--- src/rtl/logic_pkg.sv ---
// Shared definitions for the pipelined logic unit: op encodings and the
// operand fold used both by the datapath and by reference models.
package logic_pkg;

  // Widest supported operand and the largest operand list (NIN max + accumulator)
  localparam int MAX_W   = 32;
  localparam int MAX_OPS = 9;

  localparam logic [2:0] OP_AND  = 3'd0;
  localparam logic [2:0] OP_OR   = 3'd1;
  localparam logic [2:0] OP_XOR  = 3'd2;
  localparam logic [2:0] OP_NAND = 3'd3;
  localparam logic [2:0] OP_NOR  = 3'd4;
  localparam logic [2:0] OP_XNOR = 3'd5;
  localparam logic [2:0] OP_PASS = 3'd6;
  localparam logic [2:0] OP_NOT  = 3'd7;

  typedef logic [MAX_OPS-1:0][MAX_W-1:0] opvec_t;

  // Left fold of ops[0..count-1]. Inverting ops invert once after the fold,
  // PASS/NOT only look at ops[0] (the loop leaves r untouched for them).
  function automatic logic [MAX_W-1:0] fold_op(input logic [2:0] op,
                                               input opvec_t     ops,
                                               input int         count);
    logic [MAX_W-1:0] r;
    r = ops[0];
    for (int i = 1; i < MAX_OPS; i++) begin
      if (i < count) begin
        case (op)
          OP_AND, OP_NAND: r = r & ops[i];
          OP_OR,  OP_NOR:  r = r | ops[i];
          OP_XOR, OP_XNOR: r = r ^ ops[i];
          default:         r = r;
        endcase
      end
    end
    if (op == OP_NAND || op == OP_NOR || op == OP_XNOR || op == OP_NOT)
      r = ~r;
    return r;
  endfunction

endpackage

--- src/rtl/logic_fold_comb.sv ---
// Combinational operand fold: NIN operands, optionally led by the accumulator.
module logic_fold_comb
  import logic_pkg::*;
#(
  parameter int WIDTH = 8,
  parameter int NIN   = 2
) (
  input  logic [2:0]           op,
  input  logic                 acc_en,
  input  logic [WIDTH-1:0]     acc,
  input  logic [NIN*WIDTH-1:0] data,
  output logic [WIDTH-1:0]     res
);

  opvec_t ops;

  // Build the operand list (accumulator becomes operand 0 when enabled) and fold
  always_comb begin
    ops = '0;
    if (acc_en) begin
      ops[0] = MAX_W'(acc);
      for (int k = 0; k < NIN; k++) ops[k+1] = MAX_W'(data[k*WIDTH +: WIDTH]);
    end else begin
      for (int k = 0; k < NIN; k++) ops[k] = MAX_W'(data[k*WIDTH +: WIDTH]);
    end
    res = WIDTH'(fold_op(op, ops, acc_en ? NIN + 1 : NIN));
  end

endmodule

--- src/rtl/logic_unit_pipe.sv ---
// Two-stage valid/ready bitwise logic unit with optional accumulate chaining.
module logic_unit_pipe
  import logic_pkg::*;
#(
  parameter int WIDTH = 8,
  parameter int NIN   = 2
) (
  input  logic                 clk,
  input  logic                 rst,
  input  logic                 in_valid,
  output logic                 in_ready,
  input  logic [2:0]           in_op,
  input  logic                 in_acc,
  input  logic [NIN*WIDTH-1:0] in_data,
  output logic                 out_valid,
  input  logic                 out_ready,
  output logic [WIDTH-1:0]     out_data,
  output logic                 out_zero,
  output logic                 out_ones
);

  typedef struct packed {
    logic [2:0]           op;
    logic                 acc;
    logic [NIN*WIDTH-1:0] data;
  } req_t;

  logic [2:1]       vld_pipe;   // [1]=S1 holds a request, [2]=S2 holds a result
  req_t             s1;
  logic [WIDTH-1:0] accum;
  logic [WIDTH-1:0] res;
  logic             rdy_en;
  logic             s1_ld, s2_ld, in_fire;

  // Each stage advances when it is empty or its consumer takes its contents
  assign s2_ld     = !vld_pipe[2] || out_ready;
  assign s1_ld     = !vld_pipe[1] || s2_ld;
  assign in_ready  = rdy_en && s1_ld;
  assign in_fire   = in_valid && in_ready;
  assign out_valid = vld_pipe[2];

  // accum always holds the last result loaded into S2, so a back-to-back
  // accumulate in S1 sees its predecessor's result without extra forwarding
  logic_fold_comb #(.WIDTH(WIDTH), .NIN(NIN)) u_fold (
    .op     (s1.op),
    .acc_en (s1.acc),
    .acc    (accum),
    .data   (s1.data),
    .res    (res)
  );

  // Hold in_ready low through reset and for the first edge after it
  always_ff @(posedge clk or posedge rst) begin
    if (rst) rdy_en <= 1'b0;
    else     rdy_en <= 1'b1;
  end

  // S1 captures requests, S2 registers results, flags and the accumulator
  always_ff @(posedge clk or posedge rst) begin
    if (rst) begin
      vld_pipe <= '0;
      s1       <= '0;
      out_data <= '0;
      out_zero <= 1'b1;
      out_ones <= 1'b0;
      accum    <= '0;
    end else begin
      if (s1_ld) begin
        vld_pipe[1] <= in_fire;
        if (in_fire) s1 <= '{op: in_op, acc: in_acc, data: in_data};
      end
      if (s2_ld) begin
        vld_pipe[2] <= vld_pipe[1];
        if (vld_pipe[1]) begin
          out_data <= res;
          out_zero <= (res == '0);
          out_ones <= (res == '1);
          accum    <= res;
        end
      end
    end
  end

endmodule

--- config.mk ---
export PLATFORM = sky130hd
export DESIGN_NAME = logic_unit_pipe
export DESIGN_NICKNAME = d
export VERILOG_FILES = /design/src/rtl/logic_pkg.sv /design/src/rtl/logic_fold_comb.sv /design/src/rtl/logic_unit_pipe.sv
export SDC_FILE = /design/constraint.sdc
export NUM_CORES = 1
export LEC_CHECK = 0
export ABC_AREA = 1
export BUFFER_PORTS_ARGS = -buffer_cell sky130_fd_sc_hd__buf_2
export CAP_MARGIN = 20
export CELL_PAD_IN_SITES_DETAIL_PLACEMENT = 1
export CELL_PAD_IN_SITES_GLOBAL_PLACEMENT = 2
export CORE_MARGIN = 2
export CORE_UTILIZATION = 35
export DETAILED_ROUTE_END_ITERATION = 16
export HOLD_SLACK_MARGIN = 0.12
export PLACE_DENSITY = 0.87
export SLEW_MARGIN = 20
export SYNTH_ARGS = -nofsm -noshare
export SYNTH_HDL_FRONTEND = slang
export SYNTH_SLANG_ARGS = --single-unit
export TNS_END_PERCENT = 1
--- constraint.sdc ---
create_clock -name clk -period 4.7 [get_ports clk]
set_input_delay 0.94 -clock clk [delete_from_list [all_inputs] [get_ports clk]]
set_output_delay 0.94 -clock clk [all_outputs]
set_load 0.01 [all_outputs]
Word-level counts from Yosys, hierarchy flattened

Index checks and enable logic that the tools add are counted.

Register bits: 33
Input bits: 24
Output and inout port bits: 12
Word-level logic and storage cells: 67

Magnitude comparators: 8
Equality and inequality tests: 7
Muxes and demuxes: 20
Bitwise logic cells: 7
Reduce and logical (&&, ||, !) cells: 16

Operators by type and width:

| cell                                                                 | number |
|---|---|
| 4-bit by 32-bit < comparator with 1-bit output, first input constant | 4 |
| 8-bit two-way mux                                                    | 16 |
| 3-bit by 32-bit < comparator with 1-bit output, first input constant | 2 |
| 8-bit case mux with 3 select lines                                   | 2 |
| 40-bit two-way mux                                                   | 1 |
| 2-bit by 32-bit < comparator with 1-bit output, first input constant | 1 |
| 5-bit by 32-bit < comparator with 1-bit output, first input constant | 1 |
| 8-bit AND                                                            | 2 |
| 8-bit bitwise OR                                                     | 2 |
| 8-bit XOR                                                            | 2 |
| 3-bit == test, second input constant                                 | 3 |
| 8-bit == test, second input constant                                 | 1 |
| 8-bit logical NOT                                                    | 1 |
| 8-bit NOT                                                            | 1 |
| 3-bit by 2-bit == test with 1-bit output, second input constant      | 2 |
| 2-bit OR reduction                                                   | 3 |
| 1-bit logical OR                                                     | 5 |
| 2-bit AND reduction                                                  | 2 |
| 3-bit by 1-bit == test with 1-bit output, second input constant      | 1 |
| 3-bit logical NOT                                                    | 1 |
| 1-bit logical AND                                                    | 2 |
| 1-bit logical NOT                                                    | 2 |
| 1-bit two-way mux                                                    | 1 |

Longest topological paths before layout

Gate-level depths: netlist (run 1).

Depth in word-level cells: 22
Gate-level depth with buffers: 26

Cells and area by module

Synthesis (run 1) repeated with hierarchy kept, for this count alone.

Cells, all modules: 445
Area total of the unflattened synthesis: 2,925.3 um2

By module, submodules not included:

| module          | times used | cells an instance | area an instance (um2) |
|---|---|---|---|
| logic_fold_comb | 1          | 289               | 1,542.7 |
| logic_unit_pipe | 1          | 156               | 1,382.6 |

Worst setup path before layout (run 1)

OpenSTA, ideal clock, no wires.

Path kind: flip-flop to flip-flop
From: reg s1[16] (netlist name)
To: reg out_ones
Data arrival time: 2,634 ps
Path slack: 1,949 ps
Stages on the path, launching flop included: 24
Clock period less this slack: 2,751 ps
Cell sequence: dfrtp_1 -> buf_2 -> buf_2 -> clkbuf_1 -> o21ai_0 -> ha_1 -> nand3_1 -> o21ai_0 -> inv_1 -> a21oi_1 -> inv_1 -> ha_1 -> inv_1 -> nand4_1 -> nand2_1 -> nor2_1 -> nor2_1 -> nand2_1 -> nand2_1 -> nand2_1 -> nand3_1 -> nor2_1 -> nand3_1 -> nand2_1

Longest elaborated chain between the ends: 22
Elaborated cells on any way between the ends: 36
Classes of those cells: order compare (8); eq/ne (1); mux (20); bitwise (7)

Ends and longest elaborated chain:

| what                                                                                                    | RTL line              | source |
|---|---|---|
| start: declaration                                                                                      | logic_unit_pipe.sv:29 | `req_t s1;` |
| start signal: assignment                                                                                | logic_unit_pipe.sv:70 | `if (in_fire) s1 <= '{op: in_op, acc: in_acc, data: in_data};` |
| parallel branches: the longest is 18 deep, another holds 2-bit by 32-bit < comparator with 1-bit output | n/a                   |  |
| 8-bit two-way mux *                                                                                     | logic_pkg.sv:28       | `if (i < count) begin` |
| 8-bit NOT                                                                                               | logic_pkg.sv:38       | `r = ~r;` |
| 8-bit two-way mux *                                                                                     | logic_pkg.sv:37       | `if (op == OP_NAND \|\| op == OP_NOR \|\| op == OP_XNOR \|\| op == OP_NOT)` |
| 8-bit == test *                                                                                         | logic_unit_pipe.sv:77 | `out_ones <= (res == '1);` |
| end signal: assignment                                                                                  | logic_unit_pipe.sv:77 |  |
| end: declaration                                                                                        | logic_unit_pipe.sv:19 | `output logic out_ones` |

Mark *: on every way between the ends.
A chain may end at the register's enable or synchronous reset.

Final worst setup path (run 1)

From: reg s1[16] (netlist name)
To: reg out_zero

Longest elaborated chain between the ends: 22
Elaborated cells on any way between the ends: 36
Classes of those cells: order compare (8); mux (20); bitwise (7); reduce/logical (1)

Ends and longest elaborated chain:

| what                                                                                                    | RTL line              | source |
|---|---|---|
| parallel branches: the longest is 18 deep, another holds 2-bit by 32-bit < comparator with 1-bit output | n/a                   |  |
| 8-bit two-way mux *                                                                                     | logic_pkg.sv:28       |  |
| 8-bit NOT                                                                                               | logic_pkg.sv:38       |  |
| 8-bit two-way mux *                                                                                     | logic_pkg.sv:37       |  |
| 8-bit logical NOT *                                                                                     | logic_unit_pipe.sv:76 | `out_zero <= (res == '0);` |
| end signal: assignment                                                                                  | logic_unit_pipe.sv:76 |  |
| end: declaration                                                                                        | logic_unit_pipe.sv:18 | `output logic out_zero,` |

Marked as above.

==> flow_summary.json, run 1 <==
{
  "post_cts_resized": 0,
  "synth.distinct_cells": 28,
  "initial_core_util": 0.355,
  "reg2reg_slack_ns": 1.22,
  "vias": 2773,
  "crit_path_max_incr_delay_ns": 0.66,
  "fin_nets": 504,
  "cts_hold_buf": 0,
  "ys_dominant_reg_cell": "dfrtp_1",
  "drtPass1Iterations": 4,
  "synth_area_leader_cell": "dfrtp_1",
  "path_class": "flop to flop",
  "rsz0062_at_grt": "false",
  "post_cts_buffers": 0,
  "ant_nets": 0,
  "slew_violations": 0,
  "worstPathRequired_ns": 4.92,
  "end_kind": "flop",
  "path_cells": "o21ai_0, inv_1, ha_1, nand3_1, o21ai_0, inv_1, a21oi_1, inv_1, ha_1, inv_1, nand4_1, nand2_1, nor2_1, nor2_1, nand3_1, nand2_1, nand3_1, nor2_1, nand2_1, nand2_1",
  "die_w_um": 94.5,
  "min_period_over_period": 0.740,
  "place_ws_ns": 1.31,
  "tritoncts": "yes",
  "synth.most_common_cell": "nand2_1",
  "antenna_found_initial": 0,
  "clock_sinks": 33,
  "r2r_end": "out_zero$_DFFE_PP1P_",
  "synth-seq-cells": 33,
  "finalInstanceArea_um2": 3180,
  "placedInstanceArea_um2": 3100,
  "syn2layout_area_growth_pct": 10.9,
  "drive_gt1_frac": 0.165,
  "htreeDepth": 2,
  "grt_pass1_vias": 2702,
  "reg2regPathDepth": 20,
  "timing.fmax_ghz": 0.288,
  "drv_cap": 0,
  "gp_congestion": 0.788,
  "status": "finished clean",
  "syn_avg_cell_area_um2": 6.83,
  "ys_seq_area_frac": 0.288,
  "worstMarginPinSlew_ns": 0.853,
  "ys_top_cells_by_count": "106 x nand2_1, 64 x inv_1, 38 x nand3_1, 37 x nor2_1",
  "io-pin-count": 36,
  "r2r-start": "s1[16]$_DFFE_PP0P_",
  "finClkSkew_ns": 0.00279,
  "cp_slowest_cell": "dfrtp_2",
  "leakagePower_nw": 1.77,
  "arrival_ns": 3.70,
  "power_mw": 1.37,
  "grt_pass1_wl_um": 13800,
  "grt_overflow_total": 0,
  "drc": 0,
  "cts_buffers": 5,
  "startpoint_type": "flop",
  "netlist.area_leader.share": 0.279,
  "viasPerCell": 5.01,
  "yosysWarningCount": 0,
  "power-per-cell-area_nw_per_um2": 430,
  "antenna_cells": 0,
  "fillers": 1095,
  "insertion_delay_ns": 0.28,
  "fin_util": 0.393,
  "min_period_ns": 3.48,
  "first_iter_violations": 113,
  "tns_ns": 0,
  "cts.clk_slew.worst_paths_ns": 0.06,
  "synthTopCellsByArea": "dfrtp_1 28%, ha_1 14%, nand2_1 14%",
  "port_buffers": 35,
  "synth_edf_count": 0,
  "routedWlPerCell_um": 14.8,
  "place_hpwl_um": 6330,
  "grt_start_max_net_pins": 45,
  "chipHeight_um": 94.5,
  "setup_violations": 0,
  "coreArea_um2": 8090,
  "crit_end": "out_zero$_DFFE_PP1P_",
  "syn_inst": 420,
  "syn_nets": 476,
  "cts_max_path_buffers": 2,
  "dieArea_um2": 8940,
  "vdd_drop_max_mv": 0.295,
  "relSlewSlack": 0.430,
  "synthArstFlopShare": 1.00,
  "drt_wl_total_um": 8220,
  "rows": 33,
  "setup_ws_ns": 1.22,
  "crit_fanout": 44,
  "hold_path.class": "flop to flop",
  "hold_violations": 0,
  "syn_area_um2": 2870,
  "root_buffer": "clkbuf_8",
  "track_usage": 0.198,
  "cp-startpoint": "s1[16]$_DFFE_PP0P_"
}
## critical path, delay by kind of cell (launching register included)
family,cells,cell delay [ns]
buffers and inverters,4,0.31
AO/OA/AOI/OAI,3,0.92
flip-flops,1,0.66
AND/OR/NAND/NOR,11,1.05
adder cells (fa/ha/maj),2,0.49
## power breakdown
part           leakage [nW]  total (mW)  internal (mW)  switching, mW
combinational          1.35       0.755          0.262          0.493
clock                0.0450       0.201          0.102         0.0986
sequential            0.379       0.412          0.345         0.0673
## metal layers
metal	up-vias	global-route usage	routed length, um
li1	1385	-	-
met1	1334	0.285	4270
met2	49	0.327	3680
met3	5	0.0160	212
met4	0	0.0399	64
met5	-	0	0
## how the worst min path moves through the flow
stage	start	end	slack [ns]	cells past startpoint
floorplan	out_zero$_DFFE_PP1P_	out_zero$_DFFE_PP1P_	0.47	2
global placement	out_zero$_DFFE_PP1P_	out_zero$_DFFE_PP1P_	0.47	2
detailed placement	out_zero$_DFFE_PP1P_	out_zero$_DFFE_PP1P_	0.47	2
CTS	out_zero$_DFFE_PP1P_	out_zero$_DFFE_PP1P_	0.49	2
global route	out_zero$_DFFE_PP1P_	out_zero$_DFFE_PP1P_	0.51	2
finish	out_zero$_DFFE_PP1P_	out_zero$_DFFE_PP1P_	0.48	2
## cells by family (layout without fill, tap and decap cells)
family / after synthesis / after routing / synth area share
muxes: 8 / 8 / 0.0314
and+or+nand+nor: 205 / 205 / 0.308
other: 1 / 1 / 0.00131
DFF: 33 / 33 / 0.288
AOI/OAI and AO/OA: 53 / 53 / 0.103
buffers and inverters: 88 / 117 / 0.128
adders and majority gates: 32 / 32 / 0.140
## layout by cell type, fill, tap and decap left out
cell      instances
a21oi_1          19
a21oi_2           3
a21oi_4           1
a31oi_1           2
buf_2            35
buf_4             3
clkbuf_1          1
clkbuf_8          5
clkinv_1          1
clkinv_2          2
conb_1            1
dfrtp_1          31
dfrtp_2           1
dfstp_2           1
ha_1             32
inv_1            64
inv_2             6
mux2_2            8
nand2_1         106
nand2_2           4
nand3_1          38
nand3_2           2
nand4_1          16
nor2_1           37
nor2_2            2
o21a_1            1
o21ai_0          23
o21ai_1           3
o21ai_2           1
## state kept, by name, summed over array words and instances, names as in the netlist
name,cells
vld_pipe,2
s1,20
out_ones,1
out_zero,1
accum,8
rdy_en,1
## final cells by class
cell class	instances	area, um2	area share
clock inverter	2	10.0	0.00315
sequential	33	828	0.260
multi-input combinational	299	1680	0.527
clock buffer	6	72.6	0.0228
tap	105	131	0.0413
timing repair buffer	38	198	0.0621
inverter	71	267	0.0838
## metrics by stage
step           hold WS, ns  instances
2_1_floorplan        0.474        420
3_3_place_gp         0.471        546
3_5_place_dp         0.471        546
4_1_cts              0.489        554
5_1_grt              0.508        554
6_report             0.483        554
Note: power is estimated with default switching activity, not from simulation.
==> run 2: changes to the inputs <==
--- a/config.mk
+++ b/config.mk
@@ -11,10 +11,10 @@
 export CELL_PAD_IN_SITES_DETAIL_PLACEMENT = 1
 export CELL_PAD_IN_SITES_GLOBAL_PLACEMENT = 2
 export CORE_MARGIN = 2
-export CORE_UTILIZATION = 35
+export CORE_UTILIZATION = 29
 export DETAILED_ROUTE_END_ITERATION = 16
 export HOLD_SLACK_MARGIN = 0.12
-export PLACE_DENSITY = 0.87
+export PLACE_DENSITY = 0.78
 export SLEW_MARGIN = 20
 export SYNTH_ARGS = -nofsm -noshare
 export SYNTH_HDL_FRONTEND = slang
==> constraint.sdc (replaced) <==
create_clock -name clk -period 3 [get_ports clk]
set_input_delay 0.6 -clock clk [delete_from_list [all_inputs] [get_ports clk]]
set_output_delay 0.6 -clock clk [all_outputs]
set_load 0.01 [all_outputs]
==> run 2 against run 1 <==
Flip-flop and latch count unchanged. Largest cell class unchanged. Cell area up 14%. Non-clock buffer count up 33. Worst setup slack worse by 0.98 ns. Die area up 20%. First-iteration DRC count down 41%. Sequential power up 53%. Critical path type unchanged.
==> flow_summary.json, run 2 (synthesis gave the netlist of run 1 again) <==
{
  "status": "finished clean",
  "dieArea_um2": 10700,
  "cts_buffers": 5,
  "top_regs": "s1: 20 flops, accum: 8 flops, vld_pipe: 2 flops",
  "initial_core_util": 0.296,
  "vias": 2862,
  "timing.fmax_ghz": 0.362,
  "crit_fanout": 11,
  "finClkSkew_ns": 0.00794,
  "place_hpwl_um": 6940,
  "grt_pass1_wl_um": 14300,
  "end_kind": "flop",
  "port_buffers": 35,
  "drc": 0,
  "place_inst": 601,
  "min_period_over_period": 0.920,
  "insertion_delay_ns": 0.28,
  "startpoint_type": "flop",
  "htreeDepth": 2,
  "drt_wl_total_um": 8800,
  "rows": 36,
  "clock_sinks": 33,
  "drv_cap": 0,
  "first_iter_violations": 67,
  "whs_ns": 0.403,
  "largest_register_ff_count": 20,
  "layoutNonFillerInstCount": 614,
  "fillers": 1228,
  "path_class": "flop to flop",
  "power-per-cell-area_nw_per_um2": 674,
  "die_w_um": 103,
  "cts_max_path_buffers": 2,
  "relSlewSlack": 0.578,
  "grt_start_max_net_pins": 34,
  "hold_violations": 0,
  "viasPerCell": 4.66,
  "drtPass1Iterations": 4,
  "rsz0062_at_grt": "true",
  "antenna_found_initial": 0,
  "grt_pass1_vias": 2806,
  "vdd_drop_max_mv": 0.378,
  "setup_violations": 0,
  "hold_path.class": "primary input to async pin",
  "slew_violations": 0,
  "regMostFlops": "s1",
  "fin_nets": 537,
  "cts.clk_slew.worst_paths_ns": 0.07,
  "layout_commonest_cell": "nand2_1",
  "io-pin-count": 36,
  "track_usage": 0.174,
  "tritoncts": "yes",
  "final_cell_mix": "96 x nand2_1, 64 x inv_1, 36 x nand3_1",
  "chipHeight_um": 103,
  "grt_overflow_total": 0,
  "leakagePower_nw": 1.96,
  "arrival_ns": 2.99,
  "coreArea_um2": 9680,
  "worstPathRequired_ns": 3.23,
  "root_buffer": "clkbuf_8",
  "antenna_cells": 0,
  "ant_nets": 0,
  "routedWlPerCell_um": 14.3,
  "drive_gt1_frac": 0.285,
  "min_period_ns": 2.76,
  "worstMarginPinSlew_ns": 0.631,
  "gp_congestion": 0.821,
  "syn2layout_area_growth_pct": 26.1
}
run 2: worst paths after layout:
path                                 startpoint                    to  slack, ns  cells after the start
max in group asynchronous                   rst  out_zero$_DFFE_PP1P_       2.27                      3
max                          s1[16]$_DFFE_PP0P_  out_zero$_DFFE_PP1P_       0.24                     23
min                                         rst    s1[14]$_DFFE_PP0P_       0.40                      3
min reg2reg                out_zero$_DFFE_PP1P_  out_zero$_DFFE_PP1P_       0.49                      2
max reg2reg                  s1[16]$_DFFE_PP0P_  out_zero$_DFFE_PP1P_       0.24                     23
min in group clk           out_zero$_DFFE_PP1P_  out_zero$_DFFE_PP1P_       0.49                      2
run 2: per-stage QoR:
step	area [um2]	setup slack, ns	TNS, ns	util	total power [mW]
finish	3620	0.240	0	0.374	2.44
global route	3620	-0.0567	-0.0850	0.374	2.70
CTS	3440	0.000685	0	0.355	2.32
detailed placement	3350	0.0141	0	0.346	1.96
global placement	3350	0.104	0	0.346	1.92
floorplan	2870	0.249	0	-	1.49
run 2: power by group:
part           internal, mW  leakage (nW)  switching [mW]
Sequential            0.540         0.379          0.0891
Combinational         0.582          1.54           0.888
Clock                 0.181        0.0433           0.160
run 2: layout make-up:
class / instances / area, um2 / share of cell area
Clock buffer: 6 / 82.6 / 0.0228
Clock inverter: 1 / 7.51 / 0.00207
Inverter: 71 / 267 / 0.0737
Multi-Input combinational cell: 299 / 1790 / 0.496
Sequential cell: 33 / 828 / 0.229
Tap cell: 133 / 166 / 0.0460
Timing Repair Buffer: 71 / 473 / 0.131
run 2: worst max-delay path, cell delays in order, from the launching register on:
cell,delay [ns]
dfrtp_2,0.44
buf_8,0.16
nand2_1,0.09
o21ai_4,0.08
inv_1,0.06
ha_1,0.29
nand3_1,0.09
nand2_1,0.06
inv_1,0.09
a21oi_2,0.07
buf_4,0.14
ha_1,0.26
nand3_1,0.07
nand2_1,0.06
nor2_1,0.05
nor2_2,0.14
nand2_1,0.08
nand2_2,0.07
nand2_2,0.07
nor2_2,0.09
nand2_1,0.05
nor2_1,0.08
nand2_1,0.06
nand2_1,0.05
run 2: per-layer routing:
metal  track usage  up-vias  share of wire
met5             0        -              0
met4        0.0395        0          0.014
met3        0.0249       12          0.025
met2         0.291       38           0.49
met1         0.240     1358           0.47
li1              -     1454              -
run 2: repair_timing:
action,4_1_cts,5_1_grt
hold buffers,0,0
endpoints found under the setup margin,0,8
buffers inserted,0,5
resized for setup,0,53
==> run 3: changes to the inputs <==
--- a/config.mk
+++ b/config.mk
@@ -5,16 +5,14 @@
 export SDC_FILE = /design/constraint.sdc
 export NUM_CORES = 1
 export LEC_CHECK = 0
-export ABC_AREA = 1
 export BUFFER_PORTS_ARGS = -buffer_cell sky130_fd_sc_hd__buf_2
 export CAP_MARGIN = 20
 export CELL_PAD_IN_SITES_DETAIL_PLACEMENT = 1
 export CELL_PAD_IN_SITES_GLOBAL_PLACEMENT = 2
 export CORE_MARGIN = 2
-export CORE_UTILIZATION = 29
+export CORE_UTILIZATION = 33
 export DETAILED_ROUTE_END_ITERATION = 16
-export HOLD_SLACK_MARGIN = 0.12
-export PLACE_DENSITY = 0.78
+export PLACE_DENSITY = 0.79
 export SLEW_MARGIN = 20
 export SYNTH_ARGS = -nofsm -noshare
 export SYNTH_HDL_FRONTEND = slang
==> run 3 against run 2 <==
Largest cell class unchanged. Sequential power increased by 5.9%. Worst hold slack got worse by 0.0050 ns. Critical endpoint is now out_ones$_DFFE_PP0P_. Cell area increased by 33%. Combinational power increased by 85%. Flip-flop and latch count unchanged. Non-clock buffer count increased by 69. The flow now finishes with violations (setup timing). Highest routed layer unchanged. Clock-buffer cell count increased by 1.
==> flow_summary.json, run 3 <==
{
  "initial_core_util": 0.335,
  "grt_pass1_vias": 3747,
  "place_ws_ns": -0.794,
  "ys_seq_area_frac": 0.243,
  "yosysWarningCount": 0,
  "synth-xor-area-share": 0.00773,
  "synth-seq-cells": 33,
  "cts_buffers": 5,
  "swShare": 0.435,
  "r2r-start": "s1[16]$_DFFE_PP0P_",
  "reg2regPathDepth": 15,
  "leakagePower_nw": 2.37,
  "root_buffer": "clkbuf_8",
  "gp_congestion": 0.872,
  "dieArea_um2": 11100,
  "reg2reg_slack_ns": -0.62,
  "synthTopCellsByArea": "dfrtp_1 24%, ha_1 12%, mux2i_1 11%",
  "cts_max_path_buffers": 2,
  "port_buffers": 35,
  "netlist.area_leader.share": 0.236,
  "insertion_delay_ns": 0.31,
  "clock_sinks": 33,
  "setup_violations": 10,
  "synthArstFlopShare": 1.00,
  "relSlewSlack": 0.474,
  "synth_edf_count": 0,
  "place_inst": 638,
  "synth.distinct_cells": 62,
  "end_kind": "flop",
  "hold_path.class": "primary input to async pin",
  "intPower_mw": 2.15,
  "whs_ns": 0.398,
  "clockPowerShare": 0.110,
  "finClkSkew_ns": 0.0108,
  "drt_wl_total_um": 11800,
  "arrival_ns": 3.84,
  "cts.clk_slew.worst_paths_ns": 0.09,
  "startpoint_type": "flop",
  "drv_cap": 0,
  "top_regs": "s1: 20 flops, accum: 8 flops, vld_pipe: 2 flops",
  "fin_util": 0.474,
  "die_w_um": 105,
  "combPwrFrac": 0.715,
  "synth.most_common_cell": "inv_1",
  "chipHeight_um": 105,
  "drc": 0,
  "power-per-cell-area_nw_per_um2": 791,
  "final_cell_mix": "98 x buf_4, 44 x inv_1, 37 x nand2_1",
  "slew_violations": 0,
  "syn_avg_cell_area_um2": 8.54,
  "rows": 37,
  "worstPathRequired_ns": 3.22,
  "power_mw": 3.80,
  "drtPass1Iterations": 4,
  "track_usage": 0.212,
  "worstMarginPinSlew_ns": 0.787,
  "largest_register_ff_count": 20,
  "synth_fa_ha_area_frac": 0.118,
  "io-pin-count": 36,
  "grt_pass1_wl_um": 18800,
  "violations": "setup timing",
  "coreArea_um2": 10100,
  "drive_gt1_frac": 0.431,
  "crit_fanout": 7,
  "vias": 3406,
  "htreeDepth": 2,
  "tritoncts": "yes",
  "grt_overflow_total": 0,
  "setup_ws_ns": -0.623,
  "synth_area_leader_cell": "dfrtp_1",
  "fin_nets": 575,
  "viasPerCell": 5.19,
  "min_period_over_period": 1.21,
  "antenna_cells": 0,
  "rsz0062_at_grt": "true",
  "path_class": "flop to flop",
  "syn_area_um2": 3400,
  "first_iter_violations": 149,
  "layout_commonest_cell": "buf_4",
  "syn_inst": 398,
  "status": "complete, but fails checks",
  "power.switching_mw": 1.65,
  "ant_nets": 0,
  "layoutNonFillerInstCount": 656,
  "synth_top_family_by_area": "multiplexers",
  "ys_top_cells_by_count": "46 x inv_1, 37 x mux2i_1, 37 x nand2_1, 32 x dfrtp_1, 32 x ha_1",
  "place_hpwl_um": 8470,
  "regMostFlops": "s1",
  "syn2layout_area_growth_pct": 41.3,
  "vdd_drop_max_mv": 0.367,
  "timing.fmax_ghz": 0.276,
  "grt_start_max_net_pins": 34,
  "synth-compound-area-share": 0.177,
  "fillers": 1194,
  "antenna_found_initial": 0,
  "hold_violations": 0,
  "r2r_end": "out_ones$_DFFE_PP0P_",
  "synthMuxAreaShare": 0.192,
  "routedWlPerCell_um": 18.1,
  "syn_nets": 454,
  "min_period_ns": 3.62,
  "synth-simple-area-share": 0.164,
  "cts_hold_buf": 0,
  "pwr-share-seq": 0.175,
  "ys_dominant_reg_cell": "dfrtp_1"
}
[run 3: how the worst max path moves through the flow]
| stage | to | cells after the start | slack (ns) | startpoint |
|---|---|---|---|---|
| final | out_ones$_DFFE_PP0P_ | 15 | -0.62 | s1[16]$_DFFE_PP0P_ |
| after floorplan | out_ones$_DFFE_PP0P_ | 18 | -0.55 | s1[16]$_DFFE_PP0P_ |
| after global routing | out_zero$_DFFE_PP1P_ | 16 | -0.75 | s1[16]$_DFFE_PP0P_ |
| after CTS | out_zero$_DFFE_PP1P_ | 16 | -0.55 | s1[16]$_DFFE_PP0P_ |
| after global placement | out_zero$_DFFE_PP1P_ | 15 | -0.66 | s1[16]$_DFFE_PP0P_ |
| after detailed placement | out_zero$_DFFE_PP1P_ | 16 | -0.79 | s1[16]$_DFFE_PP0P_ |
[run 3: power by group through the flow]
stage,Sequential (mW),Combinational [mW],Clock (mW)
global route,0.679,2.96,0.443
global placement,0.640,2.25,0
finish,0.667,2.72,0.417
CTS,0.652,2.47,0.428
detailed placement,0.645,2.34,0
floorplan,0.649,1.33,0
[run 3: layer usage]
| metal | share of wire | vias to the layer above | routed length [um] | track usage |
|---|---|---|---|---|
| li1 | - | 1636 | - | - |
| met1 | 0.45 | 1708 | 5280 | 0.270 |
| met2 | 0.51 | 50 | 6100 | 0.383 |
| met3 | 0.025 | 12 | 299 | 0.0223 |
| met4 | 0.014 | 0 | 166 | 0.0514 |
| met5 | 0 | - | 0 | 0 |
[run 3: logic make-up after synthesis]
kind of cell,count (synthesis)
AOI/OAI and AO/OA,82
xor gates and xnor gates,3
muxes,62
DFF,33
adders and majority gates,32
buffers and inverters,73
other,1
and+or+nand+nor,112
[run 3: worst max-delay path, stage by stage (launching register included)]
cell      delay, ns
dfrtp_2        0.46
buf_12         0.17
mux2i_4        0.30
inv_2          0.09
ha_4           0.17
and2_1         0.17
o32ai_2        0.29
a221oi_2       0.10
ha_1           0.32
mux2i_1        0.18
a221oi_2       0.09
buf_4          0.15
o221a_2        0.12
a221o_1        0.31
or4_4          0.42
o31ai_2        0.19
[run 3: layout make-up]
| type | instances | area (um2) | area share |
|---|---|---|---|
| Clock buffer | 7 | 96.3 | 0.0201 |
| Clock inverter | 1 | 5.00 | 0.00104 |
| Inverter | 47 | 176 | 0.0367 |
| Multi-Input combinational cell | 292 | 2480 | 0.518 |
| Sequential cell | 33 | 830 | 0.173 |
| Tap cell | 136 | 170 | 0.0354 |
| Timing Repair Buffer | 140 | 1040 | 0.216 |
[run 3: through the flow]
step | area, um2 | TNS (ns)
after global routing | 4800 | -5.45
after CTS | 4580 | -3.15
final | 4800 | -3.76
after detailed placement | 4360 | -3.57
after global placement | 4360 | -2.58
after floorplan | 3450 | -1.66
[run 3: timing repair]
item	in CTS	in global routing
pin swaps	8	18
buffers inserted	5	4
endpoints found under the hold margin	0	0
endpoints found under the setup margin	10	10
gates resized for setup	19	34
cloned	0	1
